### src/rtl/control_sequencer.sv
// control_sequencer: five-state microsequencer (IDLE/FETCH/DECODE/EXEC/HALT).
// It fetches 16-bit instructions, decodes them and drives ALU/register-file
// control for one EXEC cycle per instruction. JNZ/JMP redirect the pc, and
// HALT parks the block until reset.
// Handshake: ir_rd is a one-cycle read strobe raised in FETCH. The memory
// presents ir_data on the following cycle (DECODE), and the instruction
// is captured on the DECODE->EXEC edge. No back-pressure exists.
module control_sequencer (
  input  logic        clk,
  input  logic        reset,
  input  logic        start,
  output logic [7:0]  pc,
  output logic        ir_rd,
  input  logic [15:0] ir_data,
  output logic [3:0]  alu_op,
  output logic [2:0]  a_sel,
  output logic [2:0]  b_sel,
  output logic        c_wr,
  output logic [2:0]  c_dst,
  input  logic        z_flag,
  output logic        busy,
  output logic        halted,
  output logic [2:0]  dbg_state
);

  typedef enum logic [2:0] {
    S_IDLE   = 3'd0,
    S_FETCH  = 3'd1,
    S_DECODE = 3'd2,
    S_EXEC   = 3'd3,
    S_HALT   = 3'd4
  } state_t;

  localparam logic [3:0] OP_NOP  = 4'h0;
  localparam logic [3:0] OP_JNZ  = 4'hD;
  localparam logic [3:0] OP_JMP  = 4'hE;
  localparam logic [3:0] OP_HALT = 4'hF;

  state_t      state_q;
  logic [7:0]  pc_q;
  logic [15:0] ir_q;
  logic        ir_rd_q;
  logic [3:0]  alu_op_q;
  logic [2:0]  a_sel_q;
  logic [2:0]  b_sel_q;
  logic        c_wr_q;
  logic [2:0]  c_dst_q;
  logic        busy_q;
  logic        halted_q;

  logic [3:0]  alu_op_d;
  logic        c_wr_d;
  logic [7:0]  pc_inc_d;

  // Decode the incoming word so EXEC-cycle controls can be registered on DECODE->EXEC.
  always_comb begin
    alu_op_d = 4'h0;
    c_wr_d   = 1'b0;
    case (ir_data[15:12])
      OP_NOP:  begin alu_op_d = 4'h0; c_wr_d = 1'b0; end
      OP_JNZ:  begin alu_op_d = 4'h2; c_wr_d = 1'b0; end
      OP_JMP:  begin alu_op_d = 4'h0; c_wr_d = 1'b0; end
      OP_HALT: begin alu_op_d = 4'h0; c_wr_d = 1'b0; end
      default: begin alu_op_d = ir_data[15:12]; c_wr_d = 1'b1; end
    endcase
    pc_inc_d = pc_q + 8'd1;
  end

  // Sequencer FSM with all outputs registered; reset wins over everything.
  always_ff @(posedge clk) begin
    if (reset) begin
      state_q  <= S_IDLE;
      pc_q     <= 8'h00;
      ir_q     <= 16'h0000;
      ir_rd_q  <= 1'b0;
      alu_op_q <= 4'h0;
      a_sel_q  <= 3'd0;
      b_sel_q  <= 3'd0;
      c_wr_q   <= 1'b0;
      c_dst_q  <= 3'd0;
      busy_q   <= 1'b0;
      halted_q <= 1'b0;
    end else begin
      case (state_q)
        S_IDLE: begin
          if (start) begin
            state_q <= S_FETCH;
            pc_q    <= 8'h00;
            ir_rd_q <= 1'b1;
            busy_q  <= 1'b1;
          end
        end
        S_FETCH: begin
          ir_rd_q <= 1'b0;
          state_q <= S_DECODE;
        end
        S_DECODE: begin
          ir_q     <= ir_data;
          alu_op_q <= alu_op_d;
          a_sel_q  <= ir_data[8:6];
          b_sel_q  <= ir_data[5:3];
          c_dst_q  <= ir_data[11:9];
          c_wr_q   <= c_wr_d;
          state_q  <= S_EXEC;
        end
        S_EXEC: begin
          alu_op_q <= 4'h0;
          a_sel_q  <= 3'd0;
          b_sel_q  <= 3'd0;
          c_dst_q  <= 3'd0;
          c_wr_q   <= 1'b0;
          if (ir_q[15:12] == OP_HALT) begin
            state_q  <= S_HALT;
            busy_q   <= 1'b0;
            halted_q <= 1'b1;
          end else begin
            state_q <= S_FETCH;
            ir_rd_q <= 1'b1;
            case (ir_q[15:12])
              OP_JNZ:  pc_q <= z_flag ? pc_inc_d : ir_q[7:0];
              OP_JMP:  pc_q <= ir_q[7:0];
              default: pc_q <= pc_inc_d;
            endcase
          end
        end
        S_HALT: begin
          state_q <= S_HALT;
        end
        default: begin
          state_q <= S_IDLE;
        end
      endcase
    end
  end

  assign pc        = pc_q;
  assign ir_rd     = ir_rd_q;
  assign alu_op    = alu_op_q;
  assign a_sel     = a_sel_q;
  assign b_sel     = b_sel_q;
  assign c_wr      = c_wr_q;
  assign c_dst     = c_dst_q;
  assign busy      = busy_q;
  assign halted    = halted_q;
  assign dbg_state = state_q;

endmodule

### config.mk
export PLATFORM = sky130hd
export DESIGN_NAME = control_sequencer
export DESIGN_NICKNAME = d
export VERILOG_FILES = /design/src/rtl/control_sequencer.sv
export SDC_FILE = /design/constraint.sdc
export NUM_CORES = 1
export LEC_CHECK = 0
export CAP_MARGIN = 10
export CORE_ASPECT_RATIO = 1.5
export CORE_MARGIN = 1
export CORE_UTILIZATION = 40
export DETAILED_ROUTE_END_ITERATION = 10
export GPL_ROUTABILITY_DRIVEN = 0
export PLACE_DENSITY = 0.65
export SETUP_SLACK_MARGIN = 0.2
export SLEW_MARGIN = 20
export SYNTH_ARGS = -nofsm -noshare
export SYNTH_HDL_FRONTEND = slang
export SYNTH_SLANG_ARGS = --single-unit
### constraint.sdc
create_clock -name clk -period 3.1 [get_ports clk]
set_input_delay 0.465 -clock clk [delete_from_list [all_inputs] [get_ports clk]]
set_output_delay 0.465 -clock clk [all_outputs]
set_load 0.02 [all_outputs]
Word level (Yosys, flattened, before mapping)
Index checks and enable logic that the tools add are counted.
W data, S select, Z words.
{"block": "totals", "reg_bits": 44, "out_inout_bits": 28, "wordCells": 56}
{"block": "op_classes", "addsub": 1, "n_eq_ne": 13, "mux": 20, "n_reduce_logical": 11}
{"operator": "$pmux W8 S2", "count": 2}
{"operator": "$eq A4 B4 Y1 const B", "count": 6}
{"operator": "$mux W8", "count": 3}
{"operator": "$pmux W3 S2", "count": 3}
{"operator": "$pmux W4 S2", "count": 2}
{"operator": "$pmux W3 S5", "count": 1}
{"operator": "$reduce_and A3 Y1", "count": 3}
{"operator": "$add A8 B1 Y8 const B", "count": 1}
{"operator": "$eq A3 B2 Y1 const B", "count": 2}
{"operator": "$mux W3", "count": 2}
{"operator": "$ne A2 B2 Y1 const B", "count": 3}
{"operator": "$logic_not A4 Y1", "count": 1}
{"operator": "$mux W1", "count": 4}
{"operator": "$pmux W1 S2", "count": 2}
{"operator": "$reduce_bool A2 Y1", "count": 2}
{"operator": "$reduce_or A4 Y1", "count": 1}
{"operator": "$eq A3 B1 Y1 const B", "count": 1}
{"operator": "$eq A3 B3 Y1 const B", "count": 1}
{"operator": "$logic_not A3 Y1", "count": 1}
{"operator": "$pmux W1 S3", "count": 1}
{"operator": "$reduce_bool A3 Y1", "count": 1}
{"operator": "$reduce_or A3 Y1", "count": 1}
{"operator": "$reduce_and A2 Y1", "count": 1}

Longest topological paths before layout
{"block": "logic_depth", "word_depth": 5, "depth_mapped": 7, "mapped_depth_nobuf": 5}

Least setup slack after synthesis
No wires, ideal clock.
{"block": "synth_timing", "path_type": "flip-flop to flip-flop", "from": "register pc_q[0] (netlist: pc[0])", "to": "register pc_q[6] (netlist: pc[6])", "setup_time_ns": 0.124, "t_arrival_ns": 1.348, "setup_slack_ns": 1.628, "path_stages_with_launch": 6, "path_buffers": 0, "period_less_slack_ns": 1.472, "path_cell_list": "dfxtp_1 > ha_1 > nand3_1 > or3_1 > a31oi_1 > o22ai_1"}
{"block": "synth_via", "elab_chain_len": 5}
{"item": "from (decl)", "line_no": "40", "source": "logic [7:0] pc_q;"}
{"item": "from (signal assigned)", "line_no": "120", "source": "OP_JNZ: pc_q <= z_flag ? pc_inc_d : ir_q[7:0];"}
{"item": "from (signal assigned)", "line_no": "121", "source": "OP_JMP: pc_q <= ir_q[7:0];"}
{"item": "from (signal assigned)", "line_no": "122", "source": "default: pc_q <= pc_inc_d;"}
{"item": "$add A8 B1 Y8 (*)", "line_no": "66", "source": "pc_inc_d = pc_q + 8'd1;"}
{"item": "$mux W8", "line_no": "120"}
{"item": "$pmux W8 S2 (*)", "line_no": "119", "source": "case (ir_q[15:12])"}
{"item": "$mux W8 (*)", "line_no": "112", "source": "if (ir_q[15:12] == OP_HALT) begin"}
{"item": "$pmux W8 S2 (*)", "line_no": "84", "source": "case (state_q)"}
Mark *: on every way between the ends. The rest lies on a longest branch, timed or not. The select of a mux whose other input is x is not followed.
A chain may end at the register's enable or synchronous reset.

Worst setup path in the final report
{"block": "layout_timing", "from": "register state_q[1] (netlist: dbg_state[1])", "to": "output port dbg_state[1]"}
{"item": "from (decl)", "line_no": "39", "source": "state_t state_q;"}
{"item": "from (signal assigned)", "line_no": "72", "source": "state_q <= S_IDLE;"}
{"item": "from (signal assigned)", "line_no": "87", "source": "state_q <= S_FETCH;"}
{"item": "from (signal assigned)", "line_no": "95", "source": "state_q <= S_DECODE;"}
{"item": "to (decl)", "line_no": "23", "source": "output logic [2:0] dbg_state"}
No word-level cell between the ends.

==> results.txt <==
Synthesized flop and latch total -> 40
Hold path cells -> 2
Combinational power share -> 21.0%
Largest net degree at the start of global routing -> 22
Pwr/cell area -> 540 nW/µm²
Core area -> 4280 µm²
Tmin final -> 2060 ps
Met1 Routed Length -> 1830 µm
Wire per inst -> 12.8 µm
Synth Flop Type -> dfxtp_1
Die ar. -> 4760 µm²
Worst-path fanout max -> 14
Slowest stage cell on the critical path -> clkdlybuf4s50_1
Share of cells above drive strength 1 -> 8.27%
Clk pin slew, worst setup/hold paths -> 80 ps
Antenna viol nets, final -> 0
Synth unique cells -> 41
Die Span X -> 56.7 µm
Startpoint Class -> register
Initial Utilization -> 41.9%
CTS tree -> done
Worst-margin pin slew -> 625 ps
# H-tree levels -> 2
Hold Startpoint -> halted
Crit path cell chain -> clkdlybuf4s50_1
Hold Violations, Final -> 0
Async set-reset flop share out of synthesis -> 0%
Via density -> 5.22
Slew headroom -> 58.3%
CTS resizes -> 0
Tcrit/Tclk final -> 66.3%
Die height -> 84.0 µm
Fin nets -> 274
Initial antenna violation count -> 0
Mapped Nets -> 229
Cell total after placement -> 292
Sequential share of power -> 46.6%
Max-cap check violation count -> 0
Row cnt -> 29
Mapped Cells -> 208
Critical path buffers and inverters -> 1
WL met2 -> 1840 µm
Fmax -> 486 MHz
Root buffer cell -> clkbuf_8
Via count -> 1567
Fill count -> 402
Final worst setup slack -> 1040 ps
P_sw -> 0.360 mW
First-pass GRT wire length -> 6500 µm
CP delay by family, top -> buffers and inverters
Finish-stage setup viols -> 0
Non-filler cells, final -> 300
Total I/O pin count -> 48
Max-slew violations -> 0
Status -> finished, violations left
WL met3 -> 142 µm
WL final -> 3850 µm
Clock Skew -> 5.72 ps
Total Routing Usage GR -> 17.1%
Leak -> 0.858 nW
Post-Place Setup Slack -> 1090 ps
Number of global-route vias before repair -> 1446
HPWL Detailed -> 2780 µm
Total chip power -> 1.28 mW
Path type of the worst min-delay path -> register to register
# port buffers -> 47
Antenna diodes -> 0
Reg-to-reg endpoint -> ir_q[3]
Mapped Area -> 1790 µm²
Arrival time of the worst setup path -> 1590 ps
Detailed Route Iter0 Violations -> 22
Bufs on Longest Clock Path -> 2
Setup_tns -> 0 ps
Grt ovf -> 0
Switching Fraction -> 28.0%
Most common cell after layout, fill and taps aside -> clkdlybuf4s50_1
FF-to-FF setup slack -> 1360 ps
Commonest non-fill, non-tap cells in the layout -> clkdlybuf4s50_1 (47), dfxtp_1 (40), nand2_1 (35)
Hold Buf Count CTS -> 0
Post-synth EDFFs -> 0
CTS sink count -> 40
Area growth syn-to-layout -> 32.4%
Worst hold slack -> 448 ps
DR top layer -> met4
Synthesis Warnings -> 0
WP depth -> 1
TritonRoute pass-1 iters -> 7
Synth Area per Inst -> 8.63 µm²
Num CTS Buffers -> 5
Sequential area share after synthesis -> 44.6%
FF-to-FF Start -> dbg_state[2]
Hold Path End -> halted
CP max stage delay -> 700 ps
Critical Path RT -> 2630 ps
Failing checks -> design-rule violations
Peak VDD IR -> 0.000360 V
Post-CTS Setup Repair Bufs -> 0
Clock power frac -> 32.4%
Crit. End Element -> primary output
Int Power -> 0.922 mW
Unrepaired setup endpoints after global routing -> false
Clock Latency Late Sink -> 280 ps
Worst R2R Path Depth -> 5
CP Class -> register to primary output
Drc violations -> 2
[registers in the layout (all words and copies together) (netlist names), 3 cells and up]
name and flops:
ir_q 12, pc 8, alu_op 4, a_sel 3
b_sel 3, c_dst 3, dbg_state 3
[per-stage QoR]
| stage | instance area, µm² | utilization [%] |
|---|---|---|
| after floorplan | 1790 | - |
| after global placement | 2260 | 52.9 |
| after detailed placement | 2260 | 52.9 |
| after CTS | 2370 | 55.5 |
| after global routing | 2370 | 55.5 |
| final | 2370 | 55.5 |
[worst max path at each step]
stage | startpoint | to | slack [ps]
after floorplan | pc[0] | pc[6] | 1630
after detailed placement | reset | pc[0] | 1090
after global routing | dbg_state[1] | dbg_state[1] | 980
final | dbg_state[1] | dbg_state[1] | 1040
after CTS | dbg_state[1] | dbg_state[1] | 1050
after global placement | reset | pc[0] | 1110
[power groups by stage]
stage                     registers, mW  clock network [mW]  logic [mW]
after floorplan                   0.624                   0       0.154
after global placement            0.609                   0       0.270
after detailed placement          0.609                   0       0.271
after CTS                         0.597               0.429       0.272
after global routing              0.604               0.459       0.296
final                             0.597               0.415       0.270
[final cells by class]
cell class | count | area (µm²) | area share (%)
timing repair buffer | 51 | 500 | 21.1
tap | 46 | 57.6 | 2.42
clock buffer | 5 | 68.8 | 2.90
inverter | 9 | 33.8 | 1.42
clock inverter | 3 | 42.5 | 1.79
multi-input combinational | 146 | 871 | 36.7
sequential | 40 | 801 | 33.7
[cell usage after synthesis, drive strengths merged (4+ instances only)]
| cell | n | area, µm² |
|---|---|---|
| a21oi | 28 | 140 |
| a31oi | 6 | 37.5 |
| buf | 9 | 73.8 |
| clkbuf | 4 | 15.0 |
| dfxtp | 40 | 801 |
| inv | 9 | 33.8 |
| mux2i | 7 | 70.1 |
| nand2 | 35 | 131 |
| nand2b | 4 | 25.0 |
| nor2 | 15 | 56.3 |
| nor3b | 6 | 55.1 |
| o21ai | 5 | 25.0 |
| o22ai | 6 | 37.5 |
[per-layer routing]
metal,up-vias,track usage [%]
met3,4,3.72
met5,-,0
met1,710,21.5
li1,816,-
met4,0,7.27
met2,37,27.8
[cell families after synthesis]
logic type	count (synthesis)	share of synthesized area, %
xor gates and xnor gates	1	0.488
AOI/OAI and AO/OA	54	18.6
and+or+nand+nor	83	24.8
adders and majority gates	1	0.697
buffers and inverters	22	6.83
DFF	40	44.6
muxes	7	3.91
Power figures use the tool's default switching activity.
